--- config.mk ---
export PLATFORM = sky130hd
export DESIGN_NAME = wash_sequencer_flat
export DESIGN_NICKNAME = d
export VERILOG_FILES = /design/src/rtl/wash_sequencer_if.sv /design/src/rtl/wash_sequencer.sv /design/src/flat_wrapper.sv
export SDC_FILE = /design/constraint.sdc
export NUM_CORES = 1
export LEC_CHECK = 0
export BUFFER_PORTS_ARGS = -buffer_cell sky130_fd_sc_hd__buf_2
export CAP_MARGIN = 20
export CORE_ASPECT_RATIO = 0.75
export CORE_MARGIN = 3
export CORE_UTILIZATION = 35
export DETAILED_ROUTE_END_ITERATION = 6
export PLACE_DENSITY = 0.62
export SETUP_SLACK_MARGIN = 0.15
export SYNTH_ARGS = -nofsm -noshare
export SYNTH_HDL_FRONTEND = slang
export SYNTH_SLANG_ARGS = --single-unit
--- constraint.sdc ---
create_clock -name clk -period 3.55 [get_ports clk]
set_clock_uncertainty 0.1 [all_clocks]
set_input_delay 0.71 -clock clk [delete_from_list [all_inputs] [get_ports clk]]
set_output_delay 0.71 -clock clk [all_outputs]
set_load 0.05 [all_outputs]
--- src/rtl/wash_sequencer_if.sv ---
// Front-panel controls and actuator/display outputs of the wash program sequencer.
// The panel side drives the controls and the sequencer drives everything else.
interface wash_sequencer_if;
    logic       start;
    logic       pause;
    logic       abort;
    logic       lid_open;
    logic [1:0] mode;
    logic [2:0] phase;
    logic [7:0] remain;
    logic       busy;
    logic       lock;
    logic       valve_in;
    logic       valve_out;
    logic [1:0] motor;
    logic       fault;
    logic       done_pulse;
    logic       alarm;

    modport master (
        output start, pause, abort, lid_open, mode,
        input  phase, remain, busy, lock, valve_in, valve_out, motor, fault, done_pulse, alarm
    );

    modport slave (
        input  start, pause, abort, lid_open, mode,
        output phase, remain, busy, lock, valve_in, valve_out, motor, fault, done_pulse, alarm
    );
endinterface

--- src/rtl/wash_sequencer.sv ---
// Washing-machine program sequencer: FILL/WASH/RINSE/SPIN with a seconds countdown,
// pause, lid-open fault, abort and an end-of-program alarm. All outputs are registered.
module wash_sequencer #(
    parameter int TICKS_PER_SEC = 100000000,
    parameter int ALARM_SEC     = 3
) (
    input logic             clk,
    input logic             rst,
    wash_sequencer_if.slave bus
);
    typedef enum logic [2:0] {
        IDLE   = 3'd0,
        FILL   = 3'd1,
        WASH   = 3'd2,
        RINSE  = 3'd3,
        SPIN   = 3'd4,
        PAUSED = 3'd5,
        DONE   = 3'd6
    } state_t;

    typedef struct packed {
        logic       busy;
        logic       lock;
        logic       valve_in;
        logic       valve_out;
        logic [1:0] motor;
    } act_t;

    localparam int ALARM_CYC = ALARM_SEC * TICKS_PER_SEC;
    localparam int PW = (TICKS_PER_SEC > 1) ? $clog2(TICKS_PER_SEC) : 1;
    localparam int AW = (ALARM_CYC > 1) ? $clog2(ALARM_CYC) : 1;

    function automatic logic [7:0] dur(input logic [1:0] m, input state_t p);
        logic [7:0] d;
        d = 8'd0;
        case (m)
            2'd0: case (p) FILL: d = 8'd5;  WASH: d = 8'd20; RINSE: d = 8'd10; SPIN: d = 8'd10; default: d = 8'd0; endcase
            2'd1: case (p) FILL: d = 8'd10; WASH: d = 8'd40; RINSE: d = 8'd20; SPIN: d = 8'd20; default: d = 8'd0; endcase
            2'd2: case (p) FILL: d = 8'd10; WASH: d = 8'd60; RINSE: d = 8'd30; SPIN: d = 8'd30; default: d = 8'd0; endcase
            default: case (p) SPIN: d = 8'd20; default: d = 8'd0; endcase
        endcase
        return d;
    endfunction

    function automatic logic [7:0] total(input logic [1:0] m);
        return dur(m, FILL) + dur(m, WASH) + dur(m, RINSE) + dur(m, SPIN);
    endfunction

    // First phase at or after 'from' with a nonzero duration; DONE when none is left.
    function automatic state_t next_run(input logic [1:0] m, input logic [2:0] from);
        state_t n;
        n = DONE;
        if (from <= 3'd4 && dur(m, SPIN)  != 8'd0) n = SPIN;
        if (from <= 3'd3 && dur(m, RINSE) != 8'd0) n = RINSE;
        if (from <= 3'd2 && dur(m, WASH)  != 8'd0) n = WASH;
        if (from <= 3'd1 && dur(m, FILL)  != 8'd0) n = FILL;
        return n;
    endfunction

    state_t          state, state_d, saved, saved_d, nxt;
    logic [1:0]      mode_q, mode_d;
    logic [PW-1:0]   presc, presc_d;
    logic [7:0]      pcnt, pcnt_d, remain, remain_d;
    logic [AW-1:0]   alarm_cnt, alarm_cnt_d;
    logic            fault, fault_d, pulse_d, done_q, alarm_q;
    act_t            act, act_d;

    // NOTE: every variable gets a default before any branch so no latch is inferred.
    always_comb begin
        state_d     = state;
        saved_d     = saved;
        mode_d      = mode_q;
        presc_d     = presc;
        pcnt_d      = pcnt;
        remain_d    = remain;
        alarm_cnt_d = alarm_cnt;
        fault_d     = fault;
        pulse_d     = 1'b0;
        nxt         = DONE;

        if (bus.abort) begin
            state_d     = IDLE;
            saved_d     = IDLE;
            mode_d      = 2'd0;
            presc_d     = '0;
            pcnt_d      = 8'd0;
            remain_d    = 8'd0;
            alarm_cnt_d = '0;
            fault_d     = 1'b0;
        end else begin
            case (state)
                IDLE: begin
                    if (bus.start && !bus.lid_open) begin
                        mode_d   = bus.mode;
                        nxt      = next_run(bus.mode, 3'd1);
                        state_d  = nxt;
                        pcnt_d   = dur(bus.mode, nxt);
                        remain_d = total(bus.mode);
                        presc_d  = '0;
                    end
                end
                FILL, WASH, RINSE, SPIN: begin
                    // Pause or lid entry swallows a coinciding tick; the prescaler holds.
                    if (bus.lid_open) begin
                        saved_d = state;
                        state_d = PAUSED;
                        fault_d = 1'b1;
                    end else if (bus.pause) begin
                        saved_d = state;
                        state_d = PAUSED;
                        fault_d = 1'b0;
                    end else if (presc == PW'(TICKS_PER_SEC - 1)) begin
                        presc_d  = '0;
                        remain_d = remain - 8'd1;
                        if (pcnt == 8'd1) begin
                            nxt     = next_run(mode_q, 3'(state) + 3'd1);
                            state_d = nxt;
                            pcnt_d  = dur(mode_q, nxt);
                            if (nxt == DONE) begin
                                alarm_cnt_d = '0;
                                pulse_d     = 1'b1;
                            end
                        end else begin
                            pcnt_d = pcnt - 8'd1;
                        end
                    end else begin
                        presc_d = presc + PW'(1);
                    end
                end
                PAUSED: begin
                    if (bus.lid_open) begin
                        fault_d = 1'b1;
                    end else if (bus.start) begin
                        state_d = saved;
                        fault_d = 1'b0;
                    end
                end
                DONE: begin
                    if (bus.start || alarm_cnt == AW'(ALARM_CYC - 1)) begin
                        state_d     = IDLE;
                        alarm_cnt_d = '0;
                    end else begin
                        alarm_cnt_d = alarm_cnt + AW'(1);
                    end
                end
                default: state_d = IDLE;
            endcase
        end
    end

    // Actuator outputs are decoded from the next state so they register alongside it.
    always_comb begin
        act_d = '0;
        case (state_d)
            FILL:   begin act_d.busy = 1'b1; act_d.lock = 1'b1; act_d.valve_in = 1'b1; end
            WASH:   begin act_d.busy = 1'b1; act_d.lock = 1'b1; act_d.motor = 2'd1; end
            RINSE:  begin act_d.busy = 1'b1; act_d.lock = 1'b1; act_d.valve_in = 1'b1; act_d.motor = 2'd1; end
            SPIN:   begin act_d.busy = 1'b1; act_d.lock = 1'b1; act_d.valve_out = 1'b1; act_d.motor = 2'd2; end
            PAUSED: begin act_d.busy = 1'b1; act_d.lock = !fault_d; end
            default: act_d = '0;
        endcase
    end

    // NOTE: sequential state uses non-blocking assignments so all registers update together.
    always_ff @(posedge clk) begin
        if (rst) begin
            state     <= IDLE;
            saved     <= IDLE;
            mode_q    <= 2'd0;
            presc     <= '0;
            pcnt      <= 8'd0;
            remain    <= 8'd0;
            alarm_cnt <= '0;
            fault     <= 1'b0;
            done_q    <= 1'b0;
            alarm_q   <= 1'b0;
            act       <= '0;
        end else begin
            state     <= state_d;
            saved     <= saved_d;
            mode_q    <= mode_d;
            presc     <= presc_d;
            pcnt      <= pcnt_d;
            remain    <= remain_d;
            alarm_cnt <= alarm_cnt_d;
            fault     <= fault_d;
            done_q    <= pulse_d;
            alarm_q   <= (state_d == DONE);
            act       <= act_d;
        end
    end

    assign bus.phase      = state;
    assign bus.remain     = remain;
    assign bus.busy       = act.busy;
    assign bus.lock       = act.lock;
    assign bus.valve_in   = act.valve_in;
    assign bus.valve_out  = act.valve_out;
    assign bus.motor      = act.motor;
    assign bus.fault      = fault;
    assign bus.done_pulse = done_q;
    assign bus.alarm      = alarm_q;
endmodule
--- src/flat_wrapper.sv ---
// flat-port wrapper written by rule: the top's interface ports become plain ports
module wash_sequencer_flat 
#(
    parameter int TICKS_PER_SEC = 100000000,
    parameter int ALARM_SEC     = 3
)
  (clk, rst, bus_start, bus_pause, bus_abort, bus_lid_open, bus_mode, bus_phase, bus_remain, bus_busy, bus_lock, bus_valve_in, bus_valve_out, bus_motor, bus_fault, bus_done_pulse, bus_alarm);
  wash_sequencer_if bus_i ();
  input logic clk;
  input logic rst;
  input wire logic [$bits(bus_i.start)-1:0] bus_start;
  input wire logic [$bits(bus_i.pause)-1:0] bus_pause;
  input wire logic [$bits(bus_i.abort)-1:0] bus_abort;
  input wire logic [$bits(bus_i.lid_open)-1:0] bus_lid_open;
  input wire logic [$bits(bus_i.mode)-1:0] bus_mode;
  output wire logic [$bits(bus_i.phase)-1:0] bus_phase;
  output wire logic [$bits(bus_i.remain)-1:0] bus_remain;
  output wire logic [$bits(bus_i.busy)-1:0] bus_busy;
  output wire logic [$bits(bus_i.lock)-1:0] bus_lock;
  output wire logic [$bits(bus_i.valve_in)-1:0] bus_valve_in;
  output wire logic [$bits(bus_i.valve_out)-1:0] bus_valve_out;
  output wire logic [$bits(bus_i.motor)-1:0] bus_motor;
  output wire logic [$bits(bus_i.fault)-1:0] bus_fault;
  output wire logic [$bits(bus_i.done_pulse)-1:0] bus_done_pulse;
  output wire logic [$bits(bus_i.alarm)-1:0] bus_alarm;
  assign bus_i.start = bus_start;
  assign bus_i.pause = bus_pause;
  assign bus_i.abort = bus_abort;
  assign bus_i.lid_open = bus_lid_open;
  assign bus_i.mode = bus_mode;
  assign bus_phase = bus_i.phase;
  assign bus_remain = bus_i.remain;
  assign bus_busy = bus_i.busy;
  assign bus_lock = bus_i.lock;
  assign bus_valve_in = bus_i.valve_in;
  assign bus_valve_out = bus_i.valve_out;
  assign bus_motor = bus_i.motor;
  assign bus_fault = bus_i.fault;
  assign bus_done_pulse = bus_i.done_pulse;
  assign bus_alarm = bus_i.alarm;
  wash_sequencer #(.TICKS_PER_SEC(TICKS_PER_SEC), .ALARM_SEC(ALARM_SEC)) u_core (.clk(clk), .rst(rst), .bus(bus_i));
endmodule
==> flow_summary.json <==
{
  "seqPwrFrac_pct": 44.6,
  "synth_fa_ha_area_share_pct": 4.008,
  "status": "completed",
  "fp.dieH_um": 109.5,
  "synth.yosys.seq_area_share_pct": 35.67,
  "switching_share_pct": 25.49,
  "power_frac_comb_pct": 10.7,
  "synth_cells": 616,
  "postRouteAntennaNets": 0,
  "fmax_mhz": 311.4,
  "crit_fanout": 8,
  "die_width_um": 143.9,
  "start_util_pct": 36.08,
  "io_pins": 28,
  "track_usage_pct": 16.36,
  "p_clk_share_pct": 44.8,
  "async_flop_share_pct": 0,
  "cp.required_ps": 3730,
  "peakVddDrop_mv": 0.2298,
  "grt_pass1_wl_mm": 20.64,
  "p_leak_uw": 0.001926,
  "num_vias": 4498,
  "min_period_ps": 3211,
  "setup_viol": 0,
  "setup_tns_ps": 0,
  "synth_compound_area_share_pct": 15.53,
  "firstDrtPassIters": 5,
  "cts_resized": 0,
  "htreeDepth": 3,
  "hp-class": "register to register",
  "grt_antenna_before_repair": 0,
  "drt_wl_total_mm": 12.56,
  "hold_viol_final": 0,
  "drc": 0,
  "cts_tree": "built",
  "powerDensity_mw_per_mm2": 402.9,
  "yosysMostFrequentCell": "dfxtp_1",
  "critPathKind": "register to register",
  "grt_max_degree": 30,
  "yosys-top-cells-area": "dfxtp_1 (36%), nor2_1 (6.5%), xnor2_1 (4.9%)",
  "cts.sink_count": 89,
  "synthMuxAreaShare_pct": 0.8267,
  "num_antenna_cells": 0,
  "dp_hpwl_mm": 9.074,
  "place_congestion": 0.8788,
  "arrival_ps": 3390,
  "netlist.area_leader.share_pct": 35.67,
  "yosys.area_share.simple_pct": 31.46,
  "post-route-period-util_pct": 90.45,
  "grt_overflow": 0,
  "drt_iter0_drc": 383,
  "fp-row-count": 37,
  "cts_setup_buffers": 0,
  "synth_flop_cell": "dfxtp_1",
  "post-route-util_pct": 41.19,
  "worstSetupStartpointType": "register",
  "relSlewSlack_pct": 38.06,
  "p_int_uw": 1711,
  "rsz0062_at_grt": "false",
  "syn-cell-area_mm2": 0.004995,
  "wl_per_cell_um": 15.20,
  "ys.warnings.count": 0,
  "maxSlewViolCount": 0,
  "root_buffer": "clkbuf_16",
  "holdBufCountCts": 0,
  "clk_pin_slew_ps": 70,
  "synth_xor_area_share_pct": 8.943,
  "synth_area_leader_cell": "dfxtp_1",
  "numPortBuffers": 27,
  "synth_cell_types": 72,
  "vias_per_cell": 5.446,
  "cts_buffer_depth": 2,
  "syn_nets": 640,
  "fp.dieArea_mm2": 0.01576,
  "clk_latency_ps": 350,
  "cts_buffers": 9,
  "tightestPinTransition_ps": 917.2,
  "ys_ff_latch": 89,
  "coreArea_mm2": 0.01384,
  "drive_gt1_share_pct": 12.29,
  "ys_top_cells_by_count": "dfxtp_1 (89), nor2_1 (87), nand2_1 (58), a21oi_1 (36), nand3_1 (30)",
  "synth_top_family_by_area": "simple AND/OR/NAND/NOR gates",
  "syn_to_final_growth_pct": 14.15,
  "nets": 670,
  "avgSynthCellArea_um2": 8.108,
  "maxCapViolations": 0,
  "worst_setup_path_end_kind": "register",
  "p_sw_uw": 585.6,
  "synth_edf_count": 0,
  "grt_pass1_vias": 4176
}
[state kept, by name, summed over array words and instances, names as in the netlist, 2 cells and up]
register / flops
u_core.alarm_cnt: 29
u_core.presc: 27
u_core.bus.remain: 8
u_core.pcnt: 8
u_core.bus.phase: 3
u_core.saved: 3
u_core.bus.motor: 2
u_core.mode_q: 2
[metrics by stage]
step                power (µW)  hold slack [ps]  setup WS (ps)  instance area, µm²  instances
global placement          1286            374.1          431.5                5383        810
finish                    2297            387.3          338.9                5702        826
detailed placement        1287            378.5          357.9                5383        810
global route              2393            408.5          168.1                5702        826
floorplan                 1218            354.6          208.1                4996        616
CTS                       2323            389.3          350.2                5702        826
[critical path: stages (launching register included)]
cell and delay (ps):
dfxtp_1 470, inv_1 130, ha_1 290, nor4_2 450, nor3_2 90, or4b_1 530
or2_0 410, or4b_1 520, a21oi_1 160
[power by group through the flow]
stage          clock network (µW)  logic [µW]  registers, µW
2_1_floorplan                   0         150           1070
3_3_place_gp                    0         241           1050
3_5_place_dp                    0         241           1050
4_1_cts                      1060         243           1020
5_1_grt                      1100         268           1020
6_report                     1030         245           1020
[final timing paths]
path	start	endpoint	slack, ps	depth (start not counted)
worst min register to register	u_core.alarm_cnt[1]	u_core.alarm_cnt[1]	390	2
worst max-delay path	u_core.bus.phase[1]	u_core.presc[14]	340	8
worst max register to register	u_core.bus.phase[1]	u_core.presc[14]	340	8
worst min-delay path	u_core.alarm_cnt[1]	u_core.alarm_cnt[1]	390	2
[kinds of logic (layout without fill, tap and decap cells)]
kind of cell	count (synthesis)	in the layout
adder cells (fa/ha/maj)	16	16
XOR/XNOR	51	51
AND/OR/NAND/NOR	293	293
AO/OA/AOI/OAI	120	120
multiplexers	4	4
buffers and inverters	43	78
flip-flops	89	89
[cell usage in the layout (no fill, tap or decap), drive strengths merged, types with 3 or more instances in the layout]
cell type / netlist / routed
o211ai: 8 / 8
a211oi: 3 / 3
a31oi: 7 / 7
and4: 9 / 9
or4b: 5 / 5
a21boi: 3 / 3
or4: 5 / 5
or2: 3 / 3
nor2: 87 / 87
nand2: 58 / 58
nand2b: 6 / 6
xor2: 23 / 23
and3: 8 / 8
and2: 3 / 3
or3: 7 / 7
a21oi: 38 / 38
buf: 6 / 43
ha: 16 / 16
inv: 19 / 20
nor3: 23 / 23
nor4: 10 / 10
dfxtp: 89 / 89
mux2i: 3 / 3
nor2b: 5 / 5
o31ai: 9 / 9
xnor2: 28 / 28
nand3: 32 / 32
clkbuf: 18 / 10
nor4b: 4 / 4
nand4: 16 / 16
o21ai: 30 / 30
[per-layer routing]
| metal | GRT usage, % | up-vias | wire length (µm) |
|---|---|---|---|
| li1 | - | 2275 | - |
| met5 | 0 | - | 0 |
| met1 | 23.33 | 2077 | 6359 |
| met3 | 4.261 | 9 | 718 |
| met4 | 4.973 | 0 | 148 |
| met2 | 24.17 | 137 | 5332 |
[layout make-up]
| class | count | area, µm² |
|---|---|---|
| Fill cell | 1335 | 8140 |
| Multi-Input combinational cell | 484 | 3042 |
| Sequential cell | 89 | 1783 |
| Timing Repair Buffer | 43 | 267.8 |
| Clock buffer | 10 | 229.0 |
| Tap cell | 175 | 219.0 |
| Clock inverter | 6 | 90.09 |
| Inverter | 19 | 71.32 |
(Power assumes the default switching activity.)
